[src/rtl/addsub_serial.sv]
// addsub_serial: digit-serial WIDTH-bit add/subtract unit with start/done handshake and registered flags
//   clk, rst (async, active-high)
//   start, A, B, mode (1 = subtract, B inverted), Co (carry-in) : request and operands, latched on accept
//   busy, done (one-cycle pulse) : handshake
//   S, cf, zf, of, pf, sf : registered result and flags, updated only on completion
module addsub_serial #(
    parameter int WIDTH = 16,
    parameter int DIGIT = 4
) (
    input  logic             clk,
    input  logic             rst,
    input  logic             start,
    input  logic [WIDTH-1:0] A,
    input  logic [WIDTH-1:0] B,
    input  logic             mode,
    input  logic             Co,
    output logic             busy,
    output logic             done,
    output logic [WIDTH-1:0] S,
    output logic             cf,
    output logic             zf,
    output logic             of,
    output logic             pf,
    output logic             sf
);
    localparam int N  = WIDTH / DIGIT;
    localparam int CW = (N > 1) ? $clog2(N) : 1;

    if (WIDTH < 2 || DIGIT < 1 || (WIDTH % DIGIT) != 0) begin : g_bad_params
        $error("addsub_serial: WIDTH must be >= 2 and DIGIT >= 1 dividing WIDTH");
    end

    typedef enum logic {IDLE, RUN} state_t;

    state_t           state_q, state_d;
    logic [CW-1:0]    cnt_q, cnt_d;
    logic [WIDTH-1:0] a_q, a_d, b_q, b_d, sum_q, sum_d, s_q, s_d;
    logic             carry_q, carry_d, done_q, done_d;
    logic             cf_q, cf_d, zf_q, zf_d, of_q, of_d, pf_q, pf_d, sf_q, sf_d;
    logic [DIGIT-1:0] a_dig, b_dig, sum_dig;
    logic [WIDTH-1:0] full;
    logic             dig_co, msb_ci, last;

    always_comb begin
        a_dig = a_q[int'(cnt_q)*DIGIT +: DIGIT];
        b_dig = b_q[int'(cnt_q)*DIGIT +: DIGIT];
        {dig_co, sum_dig} = {1'b0, a_dig} + {1'b0, b_dig} + {{DIGIT{1'b0}}, carry_q};
        // carry into the top bit of the digit recovered from its sum bit
        msb_ci = sum_dig[DIGIT-1] ^ a_dig[DIGIT-1] ^ b_dig[DIGIT-1];
        full = sum_q;
        full[int'(cnt_q)*DIGIT +: DIGIT] = sum_dig;
        last = cnt_q == CW'(N - 1);
        state_d = state_q;
        cnt_d = cnt_q;
        a_d = a_q;
        b_d = b_q;
        sum_d = sum_q;
        carry_d = carry_q;
        s_d = s_q;
        cf_d = cf_q;
        zf_d = zf_q;
        of_d = of_q;
        pf_d = pf_q;
        sf_d = sf_q;
        done_d = 1'b0;
        if (state_q == IDLE) begin
            if (start) begin
                a_d = A;
                b_d = B ^ {WIDTH{mode}};
                carry_d = Co;
                cnt_d = '0;
                sum_d = '0;
                state_d = RUN;
            end
        end else begin
            sum_d = full;
            carry_d = dig_co;
            cnt_d = last ? '0 : cnt_q + CW'(1);
            if (last) begin
                state_d = IDLE;
                done_d = 1'b1;
                s_d = full;
                cf_d = dig_co;
                zf_d = ~|full;
                of_d = dig_co ^ msb_ci;
                pf_d = ^full;
                sf_d = full[WIDTH-1];
            end
        end
    end

    always_ff @(posedge clk or posedge rst) begin
        if (rst) begin
            state_q <= IDLE;
            cnt_q <= '0;
            a_q <= '0;
            b_q <= '0;
            sum_q <= '0;
            carry_q <= 1'b0;
            s_q <= '0;
            cf_q <= 1'b0;
            zf_q <= 1'b0;
            of_q <= 1'b0;
            pf_q <= 1'b0;
            sf_q <= 1'b0;
            done_q <= 1'b0;
        end else begin
            state_q <= state_d;
            cnt_q <= cnt_d;
            a_q <= a_d;
            b_q <= b_d;
            sum_q <= sum_d;
            carry_q <= carry_d;
            s_q <= s_d;
            cf_q <= cf_d;
            zf_q <= zf_d;
            of_q <= of_d;
            pf_q <= pf_d;
            sf_q <= sf_d;
            done_q <= done_d;
        end
    end

    assign busy = state_q == RUN;
    assign done = done_q;
    assign S    = s_q;
    assign cf   = cf_q;
    assign zf   = zf_q;
    assign of   = of_q;
    assign pf   = pf_q;
    assign sf   = sf_q;
endmodule

[config.mk]
export PLATFORM = sky130hd
export DESIGN_NAME = addsub_serial
export DESIGN_NICKNAME = d
export VERILOG_FILES = /design/src/rtl/addsub_serial.sv
export SDC_FILE = /design/constraint.sdc
export NUM_CORES = 1
export LEC_CHECK = 0
export BUFFER_PORTS_ARGS = -buffer_cell sky130_fd_sc_hd__buf_4
export CORE_MARGIN = 2
export CORE_UTILIZATION = 51
export DETAILED_ROUTE_END_ITERATION = 10
export PLACE_DENSITY_LB_ADDON = 0.3
export RECOVER_POWER = 50
export SKIP_LAST_GASP = 1
export SYNTH_ARGS = -nofsm -noshare
export SYNTH_HDL_FRONTEND = slang
export SYNTH_SLANG_ARGS = --single-unit
[constraint.sdc]
create_clock -name clk -period 3.8 [get_ports clk]
set_input_delay 0.76 -clock clk [delete_from_list [all_inputs] [get_ports clk]]
set_output_delay 0.76 -clock clk [all_outputs]
set_load 0.02 [all_outputs]
# [After elaboration in Yosys (flattened, before gate mapping)]
# Cells that the tools add are included.
[word_totals] reg_bits=74 output_inout_bits=23
[classes] addsub=4 eq_ne=1 shifts=4 mux=13 bitwise=5 reduce_logical=6
[ops] op="$neg 4->33" count=1
[ops] op="$shift 4x33->16 const A" count=1
[ops] op="$shiftx 4x33->16" count=1
[ops] op="$mux 16" count=2
[ops] op="$shiftx 16x5->4" count=2
[ops] op="$bwmux 16" count=1
[ops] op="$reduce_or 16->1" count=1
[ops] op="$reduce_xor 16->1" count=1
[ops] op="$xor 16x16->16" count=1
[ops] op="$mux 1" count=7
[ops] op="$mux 2" count=3
[ops] op="$add 4x4->5" count=1
[ops] op="$add 5x1->5" count=1
[ops] op="$reduce_and 2->1" count=2
[ops] op="$xor 1x1->1" count=3
[ops] op="$add 2x1->2 const B" count=1
[ops] op="$eq 2x2->1 const B" count=1
[ops] op="$reduce_bool 2->1" count=1
[ops] op="$logic_not 1->1" count=1
[ops] op="$not 1->1" count=1

# [Depth between registers and ports, before layout]
# Gate-level depths: netlist of the first run.
[depth] ltp_word=7 mapped_depth=15 mapped_depth_nobuf=14

# [Least setup slack after synthesis of the first run]
# No wires, ideal clock.
[synth_timing] path_kind="reg2reg" startpoint="register cnt_q[0]" endpoint="register pf_q, in the netlist pf" setup_ps=129 arrival_time_ps=3563 t_required_ps=3671 slack_ps=108 stages_incl_launch_ff=16 n_path_buf=1 cell_sequence="dfrtp_1 > buf_4 > mux4_2 > fa_1 > inv_1 > fa_1 > nor2_1 > a21oi_1 > ha_1 > xnor2_1 > xnor2_1 > xnor2_1 > xnor2_1 > xnor2_1 > xnor2_1 > o21ai_1"
[synth_via] elab_chain_len=6 word_cells_on_any_way=11 cone_classes="add/sub (3); eq/ne (1); shift (4); mux (1); reduce/logical (2)"
[synth_rtl] item="start: declaration" line="36" source="logic [CW-1:0] cnt_q, cnt_d;"
[synth_rtl] item="start signal: assignment" line="109" source="cnt_q <= cnt_d;"
[synth_rtl] item="$shiftx 16x5->4 (on tied branches)" line="45, 46"
[synth_rtl] item="$add 4x4->5" line="47" source="{dig_co, sum_dig} = {1'b0, a_dig} + {1'b0, b_dig} + {{DIGIT{1'b0}}, carry_q};"
[synth_rtl] item="$add 5x1->5" line="47"
[synth_rtl] item="$shiftx 4x33->16" line="51" source="full[int'(cnt_q)*DIGIT +: DIGIT] = sum_dig;"
[synth_rtl] item="$bwmux 16" line="51"
[synth_rtl] item="$reduce_xor 16->1" line="86" source="pf_d = ^full;"
[synth_rtl] item="end signal: assignment" line="118" source="pf_q <= pf_d;"
[synth_rtl] item="end: declaration" line="39" source="logic cf_q, cf_d, zf_q, zf_d, of_q, of_d, pf_q, pf_d, sf_q, sf_d;"
# Several ways; a longest one is shown, not always the timed one.
# A chain may end at the register's enable or synchronous reset.

# [Worst setup path after layout of the first run]
# Ends and elaborated chain as after synthesis.

==> impl_metrics.tcl, run 1 <==
set metrics [dict create \
    async_flop_share_pct 100.0 \
    pin_count 60 \
    clock-sinks 73 \
    maxSlewViolCount 74 \
    layout.area.seq_sq_um 1828 \
    final_nets 456 \
    dr.pass1.iters 6 \
    setup_viol 0 \
    synth_area_sq_um 3804 \
    cts_root_buf "clkbuf_8" \
    ys_ff_latch 73 \
    slew_headroom_pct -17.66 \
    area_growth_pct 18.72 \
    dpl-instance-area_sq_um 4350 \
    violations "capacitance limit, slew limit" \
    top_usage_layer "met2" \
    viasPerCell 5.254 \
    drc_errors 0 \
    grtUsageTotal_pct 20.20 \
    num_vias 2669 \
    arrival_ps 3860 \
    hold_class "flop to flop" \
    start_util_pct 52.44 \
    groute.layer.met3.usage_pct 4.591 \
    grt_overflow_total 0 \
    rsz0062_at_grt "false" \
    max_freq_ghz 0.2756 \
    utilization_pct 62.26 \
    final_cell_mix "dfrtp_1 (72), buf_4 (57), nand2_1 (43), o21ai_0 (37), xnor2_1 (26)" \
    period_needed_ps 3628 \
    cts_max_path_buffers 2 \
    coreArea_sq_um 7253 \
    met1_usage_pct 26.71 \
    yosysWarnings 0 \
    switchingPower_mw 1.920 \
    final_layout_size_suffix_gt1_share_pct 26.16 \
    synth.distinct_cells 42 \
    finalCritPeriodShare_pct 95.47 \
    cp.required_ps 4030 \
    synth-edff-count 0 \
    place_ws_ps 158.9 \
    critPathKind "flop to flop" \
    cts_tree "yes" \
    endpoint_kind "flop" \
    ant_nets 0 \
    tns_ps 0 \
    syn_inst 345 \
    ys_seq_area_share_pct 48.03 \
    p_comb_share_pct 58.3 \
    syn_area_per_cell_sq_um 11.03 \
    numCtsBuffers 9 \
    grt_max_degree 74 \
    fin_skew_ps 7.796 \
    grt_pass1_wl_microns 13070 \
    multi_input_area_sq_um 1841 \
    final_common_cell "dfrtp_1" \
    post_cts_resized 0 \
    grt_pass1_vias 2663 \
    dpl.hpwl_microns 5717 \
    hold_violations 0 \
    critPathLaunchType "flop" \
    worst_slack_ps 172.0 \
    n_antenna_cell 0 \
    design.die.area_sq_um 8165 \
    gp_congestion 0.8603 \
    gr-usage-met2_pct 33.15 \
    maxCapViolCount 1 \
    seqPwrFrac_pct 28.5 \
    tightest_slew_ps 1765 \
    first_iter_violations 95 \
    clk_latency_ps 350 \
    die_h_microns 90.36 \
    synth_nets 397 \
    hold_buffers 0 \
    wl_microns 7887 \
    wire_per_inst_microns 15.53 \
    h-tree-depth 3 \
    peakVddDrop_v 0.0004571 \
    chipWidth_microns 90.36 \
    rows 31 \
    hold_slack_ps 484.6 \
    antenna_found_initial 0 \
    p_sw_share_pct 41.54 \
    yosys_most_used_dff "dfrtp_1" \
    io_buffer_count 59 \
    fillCellCount 626 \
    crit_fanout 4 \
    p_leak_nw 2.076 \
    cts_setup_buffers 0 \
    status "complete, but fails checks" \
    clkTransAtPathRegs_ps 80 \
    final_area_sq_um 4516 \
    power-per-cell-area_nw_per_um2 1023 \
    p_int_mw 2.701 \
    clockPowerShare_pct 13.2 \
]
cells by family (layout without fill, tap and decap cells):
family / Yosys count / in the layout / synth area share, %
flip-flops: 73 / 73 / 48.03
XOR/XNOR: 28 / 28 / 7.007
AO/OA/AOI/OAI: 68 / 68 / 10.86
adder cells (fa/ha/maj): 15 / 15 / 5.329
multiplexers: 39 / 39 / 13.55
AND/OR/NAND/NOR: 88 / 88 / 11.64
buffers and inverters: 34 / 98 / 3.585
critical path: stages (launching register included):
cell	delay, ps
dfrtp_2	410
mux4_2	520
fa_1	420
inv_1	80
fa_1	470
nor2_1	130
a21oi_1	100
ha_1	330
xnor2_1	200
xnor2_1	170
xnor2_1	160
xnor2_1	150
xnor2_1	150
xnor2_1	140
o21ai_1	70
sequential cells by signal, summed over array words and instances, names as in the netlist, 2 cells and up:
register,cells
S,16
a_q,16
b_q,16
cnt_q,2
sum_q,16
metrics by stage:
stage | cells | total power [mW]
4_1_cts | 508 | 4.662
2_1_floorplan | 345 | 3.390
5_1_grt | 508 | 4.957
6_report | 508 | 4.621
3_3_place_gp | 492 | 3.974
3_5_place_dp | 492 | 4.043
layout make-up:
type / instances / share of cell area (%)
Inverter: 15 / 1.247
Clock inverter: 5 / 1.219
Tap cell: 99 / 2.743
Sequential cell: 73 / 40.48
Clock buffer: 11 / 3.131
Multi-Input combinational cell: 238 / 40.76
Timing Repair Buffer: 67 / 10.42
synth_stat cells (3+ instances only):
| library cell | count | area [sq um] |
|---|---|---|
| dfrtp_1 | 73 | 1827 |
| nand2_1 | 43 | 161.4 |
| o21ai_0 | 37 | 185.2 |
| xnor2_1 | 26 | 227.7 |
| mux2_2 | 20 | 225.2 |
| nand2b_1 | 18 | 112.6 |
| clkbuf_1 | 14 | 52.55 |
| inv_1 | 14 | 52.55 |
| ha_1 | 13 | 162.7 |
| mux2i_1 | 11 | 110.1 |
| nor2_1 | 9 | 33.78 |
| a21oi_1 | 8 | 40.04 |
| mux4_2 | 8 | 180.2 |
| o21ai_1 | 6 | 30.03 |
| a22oi_1 | 4 | 30.03 |
| nor2b_1 | 4 | 25.02 |
| nand4bb_1 | 3 | 33.78 |
final timing paths:
check / start / endpoint / slack (ps) / depth (start not counted)
setup reg to reg: cnt_q[0] / pf / 170 / 14
hold reg to reg: b_q[3] / b_q[3] / 480 / 2
max in group asynchronous: rst / cnt_q[0] / 1600 / 3
setup / recovery: cnt_q[0] / pf / 170 / 14
hold / removal: b_q[3] / b_q[3] / 480 / 2
min in group asynchronous: rst / b_q[0] / 1040 / 3
routing by layer:
layer	share of wire (%)	vias to the layer above
li1	-	1302
met1	46	1288
met2	48	70
met3	4.4	9
met4	1.3	0
met5	0	-
power by group through the flow:
stage	registers, mW	logic [mW]	clock network, mW
3_3_place_gp	1.31	2.66	0
3_5_place_dp	1.33	2.71	0
6_report	1.31	2.70	0.611
2_1_floorplan	1.38	2.01	0
5_1_grt	1.36	2.95	0.651
4_1_cts	1.32	2.73	0.618
(Power assumes the default switching activity.)
==> run 2, diff against run 1 <==
Settings changed: CORE_ASPECT_RATIO set to 0.7, SETUP_SLACK_MARGIN set to 0.05.
==> impl_metrics.tcl, run 2 (synthesis gave the netlist of run 1 again) <==
set metrics [dict create \
    power-per-cell-area_nw_per_um2 1029 \
    hold_violations 0 \
    hold_slack_ps 478.6 \
    die_h_microns 76.26 \
    design.die.area_sq_um 8176 \
    grt_pass1_wl_microns 13970 \
    cts_setup_buffers 0 \
    pin_count 60 \
    whs_endpoint "S[4]" \
    wire_per_inst_microns 16.26 \
    first_iter_violations 198 \
    critPathKind "flop to flop" \
    final_cell_mix "dfrtp_1 (72), buf_4 (56), nand2_1 (43), o21ai_0 (37), xnor2_1 (25)" \
    h-tree-depth 3 \
    status "complete, but fails checks" \
    post_cts_resized 0 \
    maxSlewViolCount 74 \
    hp-start "S[4]" \
    wl_microns 8211 \
    grt_pass1_vias 2716 \
    io_buffer_count 59 \
    slew_headroom_pct -18.82 \
    hold_class "flop to flop" \
    n_antenna_cell 0 \
    setup_viol 0 \
    gp_congestion 0.9072 \
    tns_ps 0 \
    viasPerCell 5.299 \
    violations "capacitance limit, slew limit" \
    max_freq_ghz 0.2830 \
    arrival_ps 3770 \
    hold_buffers 0 \
    chipWidth_microns 107.2 \
    reg2reg_from "cnt_q[0]" \
    ff2ff_setup_slack_ps 270 \
    cts_root_buf "clkbuf_8" \
    critPathLaunchType "flop" \
    dr.pass1.iters 4 \
    maxCapViolCount 1 \
    rows 26 \
    peakVddDrop_v 0.0004591 \
    utilization_pct 62.04 \
    fillCellCount 611 \
    drc_errors 0 \
    crit_fanout 4 \
    p_leak_nw 2.062 \
    grt_max_degree 74 \
    tightest_slew_ps 1782 \
    clock-sinks 73 \
    dpl-instance-area_sq_um 4349 \
    finalCritPeriodShare_pct 92.99 \
    clk_latency_ps 360 \
    r2r_cells 14 \
    numCtsBuffers 9 \
    fin_skew_ps 9.075 \
    cp.required_ps 4030 \
    clkTransAtPathRegs_ps 70 \
    period_needed_ps 3534 \
    cts_tree "yes" \
    final_layout_size_suffix_gt1_share_pct 27.03 \
    grt_overflow_total 0 \
    rsz0062_at_grt "false" \
    num_vias 2676 \
    endpoint_kind "flop" \
    area_growth_pct 18.32 \
    holdPathStages 2 \
    antenna_found_initial 0 \
    final_common_cell "dfrtp_1" \
    ant_nets 0 \
    dpl.hpwl_microns 5935 \
    reg2reg_to "pf" \
    final_nets 456 \
    grtUsageTotal_pct 22.27 \
    start_util_pct 52.43 \
    cts_max_path_buffers 2 \
    coreArea_sq_um 7254 \
    final_area_sq_um 4501 \
]
run 2: cell types whose count changed in the layout (fill, tap and decap cells not counted), moves of 2 or more:
cell	delta
nor2_2	+2
fa_1	-2
fa_2	+2
nor2_1	-2
run 2: cell type report:
class / count / area (sq um) / share of cell area [%]
multi-input combinational: 238 / 1858 / 41.28
timing repair buffer: 67 / 466.7 / 10.37
tap: 98 / 122.6 / 2.724
sequential: 73 / 1828 / 40.62
inverter: 15 / 56.30 / 1.251
clock buffer: 11 / 151.4 / 3.364
clock inverter: 3 / 17.52 / 0.3892
run 2: power by group:
part	switching (mW)	internal (mW)
clock network	0.275	0.263
registers	0.219	1.12
logic	1.46	1.29
total	1.96	2.67
run 2: worst max path at each step:
stage / endpoint / slack, ps / depth (start not counted) / startpoint
after CTS: pf / 170 / 14 / cnt_q[0]
after global routing: pf / 40 / 14 / cnt_q[0]
after global placement: pf / 240 / 14 / cnt_q[0]
after floorplan: pf / 110 / 15 / cnt_q[0]
after detailed placement: pf / 190 / 14 / cnt_q[0]
final: pf / 270 / 14 / cnt_q[0]
run 2: critical path: stages (launching register included):
cell and delay [ps]:
dfrtp_2 410, mux4_2 530, fa_2 380, inv_1 80
fa_2 480, nor2_2 130, a21oi_1 90, ha_1 350
xnor2_2 150, xnor2_1 170, xnor2_1 150, xnor2_1 150
xnor2_1 150, xnor2_1 130, o21ai_1 70
run 2: metrics by stage:
step           total power [mW]  setup WS, ps  instances
3_3_place_gp              3.992         236.8        491
4_1_cts                   4.614         166.8        505
2_1_floorplan             3.390         107.6        345
5_1_grt                   4.981         39.58        505
3_5_place_dp              4.058         186.7        491
6_report                  4.632         266.4        505
run 2: metal layers:
layer	part of all wire [%]	global-route usage [%]	vias up
met3	6.0	6.843	7
met5	0	0	-
met4	0.86	5.584	0
met2	43	30.70	79
li1	-	-	1297
met1	50	34.25	1293
